## src/rtl/alu_pkg.sv

```systemverilog
// alu_pkg: ALU operation codes, MIPS opcode/funct constants and the decoded
// control record shared by alu_con_decode and id_ex_stage.
package alu_pkg;

    localparam logic [3:0] ALU_AND  = 4'b0000;
    localparam logic [3:0] ALU_OR   = 4'b0001;
    localparam logic [3:0] ALU_ADD  = 4'b0010;
    localparam logic [3:0] ALU_MULT = 4'b0011;
    localparam logic [3:0] ALU_NOR  = 4'b0100;
    localparam logic [3:0] ALU_DIV  = 4'b0101;
    localparam logic [3:0] ALU_SUB  = 4'b0110;
    localparam logic [3:0] ALU_SLT  = 4'b0111;
    localparam logic [3:0] ALU_SLL  = 4'b1000;
    localparam logic [3:0] ALU_SRL  = 4'b1001;

    localparam logic [5:0] OP_RTYPE = 6'b000000;
    localparam logic [5:0] OP_LW    = 6'b100011;
    localparam logic [5:0] OP_SW    = 6'b101011;
    localparam logic [5:0] OP_ADDI  = 6'b001000;
    localparam logic [5:0] OP_SLTI  = 6'b001010;
    localparam logic [5:0] OP_ANDI  = 6'b001100;
    localparam logic [5:0] OP_ORI   = 6'b001101;
    localparam logic [5:0] OP_BEQ   = 6'b000100;

    localparam logic [5:0] FN_AND  = 6'b100100;
    localparam logic [5:0] FN_OR   = 6'b100101;
    localparam logic [5:0] FN_ADD  = 6'b100000;
    localparam logic [5:0] FN_MULT = 6'b011000;
    localparam logic [5:0] FN_NOR  = 6'b100111;
    localparam logic [5:0] FN_DIV  = 6'b011010;
    localparam logic [5:0] FN_SUB  = 6'b100010;
    localparam logic [5:0] FN_SLT  = 6'b101010;
    localparam logic [5:0] FN_SLL  = 6'b000000;
    localparam logic [5:0] FN_SRL  = 6'b000010;

    typedef struct packed {
        logic [3:0] alu_con;
        logic       reg_write;
        logic       mem_read;
        logic       mem_write;
        logic       use_rs;
        logic       use_rt;
        logic       imm_zext;
        logic       shift;
    } ctrl_t;

    localparam ctrl_t CTRL_NOP = '{alu_con: ALU_ADD, reg_write: 1'b0, mem_read: 1'b0,
                                   mem_write: 1'b0, use_rs: 1'b0, use_rt: 1'b0,
                                   imm_zext: 1'b0, shift: 1'b0};

endpackage

```

## src/rtl/alu_con_decode.sv

```systemverilog
// alu_con_decode: combinational MIPS opcode/funct decode into the ALU
// operation code, downstream control and operand-source flags.
module alu_con_decode
    import alu_pkg::*;
(
    input  logic [31:0] i_instr,
    output ctrl_t       o_ctrl,
    output logic        o_illegal
);

    logic [5:0] w_opcode;
    logic [5:0] w_funct;
    logic       w_unused;

    assign w_opcode = i_instr[31:26];
    assign w_funct  = i_instr[5:0];
    assign w_unused = ^i_instr[25:6];

    always_comb begin
        o_ctrl    = CTRL_NOP;
        o_illegal = 1'b0;
        case (w_opcode)
            OP_RTYPE: begin
                o_ctrl.reg_write = 1'b1;
                o_ctrl.use_rs    = 1'b1;
                o_ctrl.use_rt    = 1'b1;
                case (w_funct)
                    FN_AND:  o_ctrl.alu_con = ALU_AND;
                    FN_OR:   o_ctrl.alu_con = ALU_OR;
                    FN_ADD:  o_ctrl.alu_con = ALU_ADD;
                    FN_MULT: o_ctrl.alu_con = ALU_MULT;
                    FN_NOR:  o_ctrl.alu_con = ALU_NOR;
                    FN_DIV:  o_ctrl.alu_con = ALU_DIV;
                    FN_SUB:  o_ctrl.alu_con = ALU_SUB;
                    FN_SLT:  o_ctrl.alu_con = ALU_SLT;
                    // shifts take their operand from rt, rs is not read
                    FN_SLL: begin
                        o_ctrl.alu_con = ALU_SLL;
                        o_ctrl.shift   = 1'b1;
                        o_ctrl.use_rs  = 1'b0;
                    end
                    FN_SRL: begin
                        o_ctrl.alu_con = ALU_SRL;
                        o_ctrl.shift   = 1'b1;
                        o_ctrl.use_rs  = 1'b0;
                    end
                    default: begin
                        o_ctrl    = CTRL_NOP;
                        o_illegal = 1'b1;
                    end
                endcase
            end
            OP_LW: begin
                o_ctrl.reg_write = 1'b1;
                o_ctrl.mem_read  = 1'b1;
                o_ctrl.use_rs    = 1'b1;
            end
            OP_SW: begin
                o_ctrl.mem_write = 1'b1;
                o_ctrl.use_rs    = 1'b1;
                o_ctrl.use_rt    = 1'b1;
            end
            OP_ADDI: begin
                o_ctrl.reg_write = 1'b1;
                o_ctrl.use_rs    = 1'b1;
            end
            OP_SLTI: begin
                o_ctrl.alu_con   = ALU_SLT;
                o_ctrl.reg_write = 1'b1;
                o_ctrl.use_rs    = 1'b1;
            end
            OP_ANDI: begin
                o_ctrl.alu_con   = ALU_AND;
                o_ctrl.reg_write = 1'b1;
                o_ctrl.use_rs    = 1'b1;
                o_ctrl.imm_zext  = 1'b1;
            end
            OP_ORI: begin
                o_ctrl.alu_con   = ALU_OR;
                o_ctrl.reg_write = 1'b1;
                o_ctrl.use_rs    = 1'b1;
                o_ctrl.imm_zext  = 1'b1;
            end
            OP_BEQ: begin
                o_ctrl.alu_con = ALU_SUB;
                o_ctrl.use_rs  = 1'b1;
                o_ctrl.use_rt  = 1'b1;
            end
            default: o_illegal = 1'b1;
        endcase
    end

endmodule

```

## src/rtl/id_ex_stage.sv

```systemverilog
// id_ex_stage: decode/issue register feeding the ALU, with hazard handling.
// FORWARDING_EN selects ALU/MEM forwarding; otherwise every RAW hazard stalls.
module id_ex_stage
    import alu_pkg::*;
#(
    parameter int DATA_W = 32
) (
    input  logic              clk,
    input  logic              rst_n,
    input  logic              in_valid,
    output logic              in_ready,
    input  logic [31:0]       Instr,
    input  logic [DATA_W-1:0] RsData,
    input  logic [DATA_W-1:0] RtData,
    input  logic              Flush,
    input  logic [DATA_W-1:0] AluResult,
    input  logic              MemFwdWe,
    input  logic [4:0]        MemFwdRd,
    input  logic [DATA_W-1:0] MemFwdData,
    output logic              out_valid,
    input  logic              out_ready,
    output logic [3:0]        ALUCon,
    output logic [DATA_W-1:0] DataA,
    output logic [DATA_W-1:0] DataB,
    output logic [DATA_W-1:0] StoreData,
    output logic [4:0]        DestReg,
    output logic              RegWrite,
    output logic              MemRead,
    output logic              MemWrite,
    output logic              IllegalInstr
);

    function automatic logic [DATA_W-1:0] ext_imm(input logic [15:0] imm, input logic zext);
        logic signed [15:0] s_imm;
        s_imm = imm;
        return zext ? {{(DATA_W-16){1'b0}}, imm} : {{(DATA_W-16){s_imm[15]}}, s_imm};
    endfunction

    ctrl_t             w_ctrl;
    logic              w_illegal;
    logic [4:0]        w_rs, w_rt, w_rd, w_dest;
    logic              w_is_rtype, w_is_beq;
    logic              w_rs_hit, w_rt_hit, w_held_wr, w_stall, w_capture;
    logic [DATA_W-1:0] w_rs_val, w_rt_val, w_data_a, w_data_b;

    logic              r_vld_p1, r_illegal_p1;
    logic [3:0]        r_alucon_p1;
    logic [DATA_W-1:0] r_data_a_p1, r_data_b_p1, r_store_p1;
    logic [4:0]        r_dest_p1;
    logic              r_regwr_p1, r_memrd_p1, r_memwr_p1;

    alu_con_decode u_decode (
        .i_instr   (Instr),
        .o_ctrl    (w_ctrl),
        .o_illegal (w_illegal)
    );

    assign w_rs       = Instr[25:21];
    assign w_rt       = Instr[20:16];
    assign w_rd       = Instr[15:11];
    assign w_is_rtype = (Instr[31:26] == OP_RTYPE);
    assign w_is_beq   = (Instr[31:26] == OP_BEQ);

    // a source "hits" the held instruction only if it is actually read and is not $0
    assign w_rs_hit  = w_ctrl.use_rs & (w_rs != 5'd0) & (w_rs == r_dest_p1);
    assign w_rt_hit  = w_ctrl.use_rt & (w_rt != 5'd0) & (w_rt == r_dest_p1);
    assign w_held_wr = r_vld_p1 & r_regwr_p1;

`ifdef FORWARDING_EN
    always_comb begin
        w_rs_val = RsData;
        if ((w_rs != 5'd0) && w_held_wr && !r_memrd_p1 && (r_dest_p1 == w_rs))
            w_rs_val = AluResult;
        else if ((w_rs != 5'd0) && MemFwdWe && (MemFwdRd == w_rs))
            w_rs_val = MemFwdData;
        w_rt_val = RtData;
        if ((w_rt != 5'd0) && w_held_wr && !r_memrd_p1 && (r_dest_p1 == w_rt))
            w_rt_val = AluResult;
        else if ((w_rt != 5'd0) && MemFwdWe && (MemFwdRd == w_rt))
            w_rt_val = MemFwdData;
    end

    assign w_stall = r_vld_p1 & r_memrd_p1 & (w_rs_hit | w_rt_hit);
`else
    logic w_mem_rs_hit, w_mem_rt_hit, w_unused_fwd;

    assign w_rs_val     = RsData;
    assign w_rt_val     = RtData;
    assign w_mem_rs_hit = MemFwdWe & w_ctrl.use_rs & (w_rs != 5'd0) & (MemFwdRd == w_rs);
    assign w_mem_rt_hit = MemFwdWe & w_ctrl.use_rt & (w_rt != 5'd0) & (MemFwdRd == w_rt);
    assign w_stall      = (w_held_wr & (w_rs_hit | w_rt_hit)) | w_mem_rs_hit | w_mem_rt_hit;
    assign w_unused_fwd = ^{AluResult, MemFwdData};
`endif

    always_comb begin
        w_data_a = w_ctrl.shift ? w_rt_val : w_rs_val;
        if (w_ctrl.shift)
            w_data_b = {{(DATA_W-5){1'b0}}, Instr[10:6]};
        else if (w_is_rtype || w_is_beq)
            w_data_b = w_rt_val;
        else
            w_data_b = ext_imm(Instr[15:0], w_ctrl.imm_zext);
        w_dest = w_illegal ? 5'd0 : (w_is_rtype ? w_rd : w_rt);
    end

    assign in_ready  = (!r_vld_p1 || out_ready) && !w_stall;
    assign w_capture = in_valid & in_ready;

    // ---- stage boundary: ID -> EX register ----
    always_ff @(posedge clk or negedge rst_n) begin
        if (!rst_n) begin
            r_vld_p1     <= 1'b0;
            r_illegal_p1 <= 1'b0;
            r_alucon_p1  <= 4'd0;
            r_data_a_p1  <= '0;
            r_data_b_p1  <= '0;
            r_store_p1   <= '0;
            r_dest_p1    <= 5'd0;
            r_regwr_p1   <= 1'b0;
            r_memrd_p1   <= 1'b0;
            r_memwr_p1   <= 1'b0;
        end else if (Flush) begin
            r_vld_p1     <= 1'b0;
            r_illegal_p1 <= 1'b0;
        end else if (w_capture) begin
            r_vld_p1     <= 1'b1;
            r_illegal_p1 <= w_illegal;
            r_alucon_p1  <= w_ctrl.alu_con;
            r_data_a_p1  <= w_data_a;
            r_data_b_p1  <= w_data_b;
            r_store_p1   <= w_rt_val;
            r_dest_p1    <= w_dest;
            r_regwr_p1   <= w_ctrl.reg_write;
            r_memrd_p1   <= w_ctrl.mem_read;
            r_memwr_p1   <= w_ctrl.mem_write;
        end else begin
            r_illegal_p1 <= 1'b0;
            if (out_ready)
                r_vld_p1 <= 1'b0;
        end
    end

    assign out_valid    = r_vld_p1;
    assign IllegalInstr = r_illegal_p1;
    assign ALUCon       = r_alucon_p1;
    assign DataA        = r_data_a_p1;
    assign DataB        = r_data_b_p1;
    assign StoreData    = r_store_p1;
    assign DestReg      = r_dest_p1;
    assign RegWrite     = r_regwr_p1;
    assign MemRead      = r_memrd_p1;
    assign MemWrite     = r_memwr_p1;

endmodule
```

## config.mk

```make
export PLATFORM = sky130hd
export DESIGN_NAME = id_ex_stage
export DESIGN_NICKNAME = d
export VERILOG_FILES = /design/src/rtl/alu_pkg.sv /design/src/rtl/alu_con_decode.sv /design/src/rtl/id_ex_stage.sv
export SDC_FILE = /design/constraint.sdc
export NUM_CORES = 1
export LEC_CHECK = 0
export BUFFER_PORTS_ARGS = -buffer_cell sky130_fd_sc_hd__buf_4
export CAP_MARGIN = 10
export CORE_MARGIN = 8
export CORE_UTILIZATION = 40
export DETAILED_ROUTE_END_ITERATION = 10
export PLACE_DENSITY = 0.78
export SETUP_SLACK_MARGIN = 0.02
export SYNTH_ARGS = -nofsm -noshare
export SYNTH_HDL_FRONTEND = slang
export SYNTH_HIERARCHICAL = 1
export SYNTH_SLANG_ARGS = --single-unit
```

## constraint.sdc

```tcl
create_clock -name clk -period 3.3 [get_ports clk]
set_clock_uncertainty 0.2 [all_clocks]
set_input_delay 0.33 -clock clk [delete_from_list [all_inputs] [get_ports clk]]
set_output_delay 0.33 -clock clk [all_outputs]
set_load 0.01 [all_outputs]
```

# Yosys cells after proc, flatten, opt, wreduce, memory -nomap -nowiden
# Index checks and enable logic that the tools add are counted.
# op_classes
eq_ne,20
mux,26
bitwise_logic,17
n_reduce_logical,18
# ops
op,count
2-to-1 mux 32 bit,4
"equality test 6 bit, second input constant",8
case mux 4 bit (9 select lines),1
"equality test 6 x 4 -> 1 bit, second input constant",4
equality test 5 bit,4
case mux 4 bit (5 select lines),1
case mux 1 bit (2 select lines),7
bitwise AND 1 bit,13
"equality test 6 x 5 -> 1 bit, second input constant",2
zero test 6 bit,2
2-to-1 mux 5 bit,2
nonzero test 5 bit,2
OR reduction 10 bit,1
2-to-1 mux 1 bit,9
OR reduction 8 bit,1
OR reduction 7 bit,1
"equality test 6 x 2 -> 1 bit, second input constant",1
"equality test 6 x 3 -> 1 bit, second input constant",1
OR reduction 2 bit,3
OR reduction 5 bit,1
2-to-1 mux 3 bit,1
bitwise OR 1 bit,3
nonzero test 3 bit,1
zero test 1 bit,2
5 further kinds,6
# word_totals
regBits,110
input_bits,171
output_inout_bits,111
wordCells,91

# Longest topological paths before layout
# Gate-level depths: netlist of run 1.
# logic_depth
ltp_word,15
depth_mapped,12
ltp_nobuf,9

# By module
# The synthesis of run 1 kept the hierarchy.
# modules_own_cells
mod,instances,cells_per_inst,area_per_inst_um2
id_ex_stage,1,415,5659.2
alu_con_decode,1,78,455.4

# Least setup slack after synthesis of run 1
# No wires, ideal clock.
# synth_path
path_kind,input port to flip-flop
start,input Instr[28]
end,register r_data_b_p1[14] (netlist: DataB[14])
setup_time_ns,0.127
t_arrival_ns,2.774
required_ns,2.973
path_slack_ns,0.199
cell_stages,10
cell_sequence,buf_6 -> or3_4 -> or4_1 -> buf_2 -> nor4_1 -> clkbuf_1 -> buf_1 -> clkbuf_1 -> a21oi_1 -> mux2_1
# synth_lines
item,line,rtl
start: declaration,id_ex_stage.sv:12,"input logic [31:0] Instr,"
end signal: assignment,id_ex_stage.sv:130,r_data_b_p1 <= w_data_b;
end: declaration,id_ex_stage.sv:48,"logic [DATA_W-1:0] r_data_a_p1, r_data_b_p1, r_store_p1;"

==> results of run 1 <==
## metal layers
| metal | vias up | routed length, um | GRT usage (%) |
|---|---|---|---|
| li1 | 2170 | - | - |
| met1 | 2225 | 7330 | 21.98 |
| met2 | 128 | 8528 | 29.27 |
| met3 | 26 | 1059 | 4.788 |
| met4 | 0 | 355 | 6.343 |
| met5 | - | 0 | 0 |
## placed cells by master (no fill, tap or decap), types with 3 or more instances in the layout
cell type and count:
a21oi_1 26, nor2_1 12, mux2_4 80, or4_1 3, buf_4 236, nor3_1 4
nor4_1 8, clkbuf_16 9, clkinv_2 4, mux2i_1 22, nor2b_1 4, xor2_1 18
nand2b_1 4, o31ai_1 3, buf_12 5, nand3_1 3, o21ai_0 28, o21ai_1 3
inv_6 3, mux2_2 42, nand2_1 39, dfrtp_1 110, xnor2_1 3, inv_1 22
## through the flow
stage          utilization (%)  cell area [sq um]
2_1_floorplan                -               6115
4_1_cts                  54.36               8203
5_1_grt                  54.41               8210
3_3_place_gp             52.43               7911
3_5_place_dp             52.43               7911
6_report                 54.41               8210
## synth_stat cells, drive strengths merged
cell type    n
a31o         1
nor3b        2
buf         18
o21bai       2
a32oi        2
mux2i       22
inv         22
a211oi       1
mux2       124
nand2b       4
o31ai        3
o21ai       31
nor3         4
a21oi       27
or4b         1
clkbuf      14
o221ai       1
nand3        3
dfrtp      110
xor2        18
or4          3
nand2       40
nor4         9
nor4b        1
xnor2        3
and2         2
a31oi        2
o22ai        1
nor4bb       1
a2111oi      1
nor2        12
a21o         2
nor2b        4
or3          2
## worst min path at each step
stage / endpoint / slack [ns] / start
detailed placement: StoreData[16] / 0.23 / rst_n
floorplan: ALUCon[0] / -0.17 / rst_n
CTS: StoreData[17] / 0.007 / RtData[17]
global route: StoreData[23] / 0.01 / RtData[23]
global placement: StoreData[16] / 0.22 / rst_n
finish: StoreData[17] / 0.03 / RtData[17]
## cell type report
type                            count  area share, %
Inverter                           22          1.006
Timing Repair Buffer              243          23.04
Clock inverter                      7         0.5639
Clock buffer                        9          2.743
Multi-Input combinational cell    329          36.25
Sequential cell                   110          33.53
Tap cell                          188          2.865
## repair_timing
action | 4_1_cts | 5_1_grt
hold buffers | 2 | 0
setup endpoints to repair | 0 | 0
hold endpoints to repair | 53 | 0
## logic make-up after synthesis
logic type      count (synthesis)  synth area share [%]
xor+xnor                       21                 3.008
simple gates                   88                 7.264
flops                         110                 45.02
mux                           146                 31.35
buf+inv                        54                 6.446
compound gates                 74                 6.916
## power groups by stage
stage	Sequential, mW	Clock, mW	Combinational, mW
finish	1.70	1.04	1.17
global route	1.73	1.12	1.26
CTS	1.70	1.06	1.19
detailed placement	1.72	0	1.19
global placement	1.71	0	1.17
floorplan	1.82	0	0.472
## worst reg2reg max path, cell delays in order (launching register included)
cell      delay (ns)
dfrtp_1         0.45
xor2_1          0.18
nor4_1          0.08
a32oi_1         0.19
o221ai_2        0.16
nor3b_4         0.92
buf_4           0.37
mux2_1          0.34
## registers in the layout (all words and copies together), names as in the netlist
name / cells
DataB: 32
RegWrite: 1
DestReg: 5
IllegalInstr: 1
ALUCon: 4
DataA: 32
MemRead: 1
StoreData: 32
out_valid: 1
MemWrite: 1
==> results_dict.tcl, run 1 <==
set metrics [dict create \
    max-cap-violations 0 \
    die_h_um 139.6 \
    regArea_sq_um 2753 \
    grt_pass1_vias 4989 \
    holdWs_ns 0.02636 \
    antenna_left 0 \
    rr_endpoint "DataB[14]" \
    ys_top_cells_by_area "dfrtp_1, mux2_4, mux2_2, mux2i_1, buf_12" \
    antenna_found_initial 0 \
    wirelength_um 17270 \
    fillCellCount 1326 \
    initial_core_util_pct 40.52 \
    rsz0062_at_grt "false" \
    cp-end-kind "flop" \
    drive_gt1_share_pct 53.75 \
    overflow 0 \
    area_delta_synth_final_pct 34.27 \
    r2r-start "DestReg[2]" \
    critPathMostFrequentCell "buf_4" \
    die_area_sq_um 19500 \
    p_int_mw 2.776 \
    cp_slowest_cell "nor3b_4" \
    cts_resized 0 \
    antenna_cells 0 \
    cp_top_family "simple AND/OR/NAND/NOR gates" \
    crit_end "DataB[14]" \
    slew_headroom_pct 27.45 \
    cp_max_fo 12 \
    ys_warn_count 6 \
    slowest_delay_ns 0.92 \
    die_x_um 139.6 \
    place.gp.congestion 0.8142 \
    p_leak_nw 3.983 \
    r2r_slack_ns 0.30 \
    fin_cells 908 \
    clock_power_share_pct 26.5 \
    synth_seq_cells 110 \
    peakVddDrop_v 0.0002423 \
    core_area_sq_um 15090 \
    synth_cells 493 \
    worstSetupPathType "input port to flop" \
    h-tree-depth 3 \
    cts_tree "yes" \
    powerDensity_nw_per_um2 476.3 \
    holdCritPathClass "input port to flop" \
    arrival_ns 3.12 \
    drt_iter0_drc 231 \
    nNetsFinal 886 \
    setup_viol 0 \
    cp.required_ns 3.33 \
    period_share_pct 93.53 \
    dp.cells 889 \
    hpwl_um 12810 \
    cts_root_buf "clkbuf_16" \
    grt_max_degree 59 \
    hold_depth 2 \
    critPathLaunchType "input port" \
    outcome "finished clean" \
    clk_pin_slew_worst_paths_ns 0.08 \
    num_rows 45 \
    multi_input_area_sq_um 2977 \
    fmax_ghz 0.3240 \
    crit_start "Instr[5]" \
    yosys.area.top_type "dfrtp_1" \
    power_mw 3.911 \
    drcViolationCount 0 \
    vias 4549 \
    worst_slack_ns 0.2135 \
    swShare_pct 29.01 \
    p_comb_share_pct 30.0 \
    grt_pass1_wl_um 27860 \
    worst-r2r-cell-count 7 \
    dr.pass1.iters 4 \
    cp.depth 11 \
    yosysTopAreaCellShare_pct 45.02 \
    clockBufferDepth 2 \
    cp_cell_sequence "buf_4 > or4b_2 > o31ai_1 > o21ai_0 > a21oi_2 > o21bai_1 > o21ai_1 > o221ai_2 > nor3b_4 > buf_4 > mux2_1" \
    cts_buffers 9 \
    setup_tns_ns 0 \
    avgSynthCellArea_sq_um 12.40 \
    synth-seq-area-share_pct 45.02 \
    slew_violations 0 \
    post-route-min-period_ns 3.087 \
    wire_per_inst_um 19.02 \
    worst_skew_pair.late_latency_ns 0.35 \
    grt.total_usage_pct 17.77 \
    via_per_inst 5.010 \
    portBuffers 217 \
    hold_viol 0 \
    cts_setup_buffers 0 \
    synth_nets 664 \
    ios 282 \
    crit_buf_inv 2 \
    syn_area_sq_um 6115 \
    p_sw_mw 1.134 \
    cts_sinks 110 \
    place_ws_ns -0.1571 \
    max_slew.worst_pin.slew_ns 1.087 \
    synth.distinct_cells 44 \
    p_seq_share_pct 43.5 \
]
(Power assumes the default switching activity.)
==> inputs of run 2 (changes only) <==
- SETUP_SLACK_MARGIN: 0.02 -> 0.4
==> results_dict.tcl, run 2 (synthesis gave the netlist of run 1 again) <==
set metrics [dict create \
    slew_headroom_pct 56.47 \
    num_rows 45 \
    max_slew.worst_pin.slew_ns 0.6530 \
    min-delay-start "RtData[26]" \
    cts_sinks 110 \
    drive_gt1_share_pct 53.23 \
    worst_skew_pair.late_latency_ns 0.34 \
    holdWs_ns 0.03147 \
    fmax_ghz 0.3594 \
    h-tree-depth 3 \
    die_area_sq_um 19500 \
    power_mw 3.985 \
    grt_pass1_wl_um 27030 \
    worst_slack_ns 0.5178 \
    ios 282 \
    antenna_found_initial 0 \
    powerDensity_nw_per_um2 486.6 \
    core_area_sq_um 15090 \
    post-route-min-period_ns 2.782 \
    overflow 0 \
    slew_violations 0 \
    antenna_left 0 \
    dr_wl_met2_um 8224 \
    peakVddDrop_v 0.0003039 \
    drt_iter0_drc 276 \
    hpwl_um 12760 \
    r2r-start "DestReg[4]" \
    setup_tns_ns 0 \
    cts_root_buf "clkbuf_16" \
    wire_per_inst_um 18.89 \
    cp.required_ns 2.77 \
    via_per_inst 5.003 \
    stdcell_area_sq_um 8189 \
    rsz0062_at_grt "false" \
    outcome "finished clean" \
    clk_pin_slew_worst_paths_ns 0.07 \
    grt_pass1_vias 4856 \
    antenna_cells 0 \
    place_ws_ns 0.1544 \
    crit_start "Instr[1]" \
    max-cap-violations 0 \
    p_leak_nw 3.959 \
    arrival_ns 2.25 \
    grt_max_degree 111 \
    hold_viol 0 \
    wl_met3_um 1111 \
    die_h_um 139.6 \
    setup_viol 0 \
    holdCritPathClass "input port to flop" \
    vias 4503 \
    nNetsFinal 878 \
    final_common_cell "buf_4" \
    period_share_pct 84.31 \
    dr.pass1.iters 4 \
    place.gp.congestion 0.8227 \
    final_cell_mix "buf_4, dfrtp_1, mux2_4, mux2_2, nand2_1" \
    worstSetupPathType "input port to output port" \
    portBuffers 217 \
    critPathLaunchType "input port" \
    wirelength_met1_um 7301 \
    initial_core_util_pct 40.52 \
    wirelength_um 17000 \
    cts_tree "yes" \
    grt.total_usage_pct 17.27 \
    highest_layer "met4" \
    area_delta_synth_final_pct 33.93 \
    cts_buffers 9 \
    cp_max_fo 9 \
    clockBufferDepth 2 \
    cp-end-kind "output port" \
    drcViolationCount 0 \
    placed_area_sq_um 7849 \
    die_x_um 139.6 \
]
## run 2: area by class of cell
class / count / area, sq um
fillers: 1318 / 6900
multi-input cells: 329 / 2978
flip-flops and latches: 110 / 2753
repair buffers: 235 / 1832
clock buffers: 10 / 239.0
well taps: 188 / 235.2
inverters: 22 / 82.58
clock inverters: 6 / 70.07
## run 2: power breakdown
part / total [mW] / internal (mW) / switching [mW]
registers: 1.70 / 1.57 / 0.134
clock network: 1.12 / 0.616 / 0.502
logic: 1.16 / 0.684 / 0.479
## run 2: path summary, 6_finish.rpt
check | end | slack (ns) | depth (start not counted)
setup / recovery | in_ready | 0.52 | 10
hold reg to reg | DataB[15] | 0.30 | 1
setup reg to reg | StoreData[10] | 0.64 | 7
hold / removal | StoreData[26] | 0.03 | 2
min in group asynchronous | StoreData[4] | 0.38 | 3
max in group asynchronous | MemWrite | 1.98 | 3
## run 2: through the flow
stage,instances,util [%]
floorplan,493,-
global placement,881,52.01
detailed placement,881,52.01
CTS,899,54.20
global route,900,54.27
finish,900,54.27
## run 2: critical path, stage by stage
cell and delay (ns):
buf_4 0.15, or4b_2 0.66, o31ai_1 0.08, o21ai_1 0.11, a21oi_2 0.18, o21bai_1 0.15
o21ai_1 0.11, o221ai_2 0.26, inv_1 0.06, buf_4 0.14
## run 2: layer usage
metal,GRT usage (%),vias up
li1,-,2150
met1,21.22,2204
met2,28.24,126
met3,5.575,23
met4,5.543,0
met5,0,-
## run 2: timing repair
| action | 4_1_cts | 5_1_grt |
|---|---|---|
| setup buffers | 0 | 1 |
| hold buffers | 2 | 0 |
| resized for setup | 0 | 2 |
| hold endpoints to repair | 111 | 0 |
| endpoints found under the setup margin | 0 | 11 |
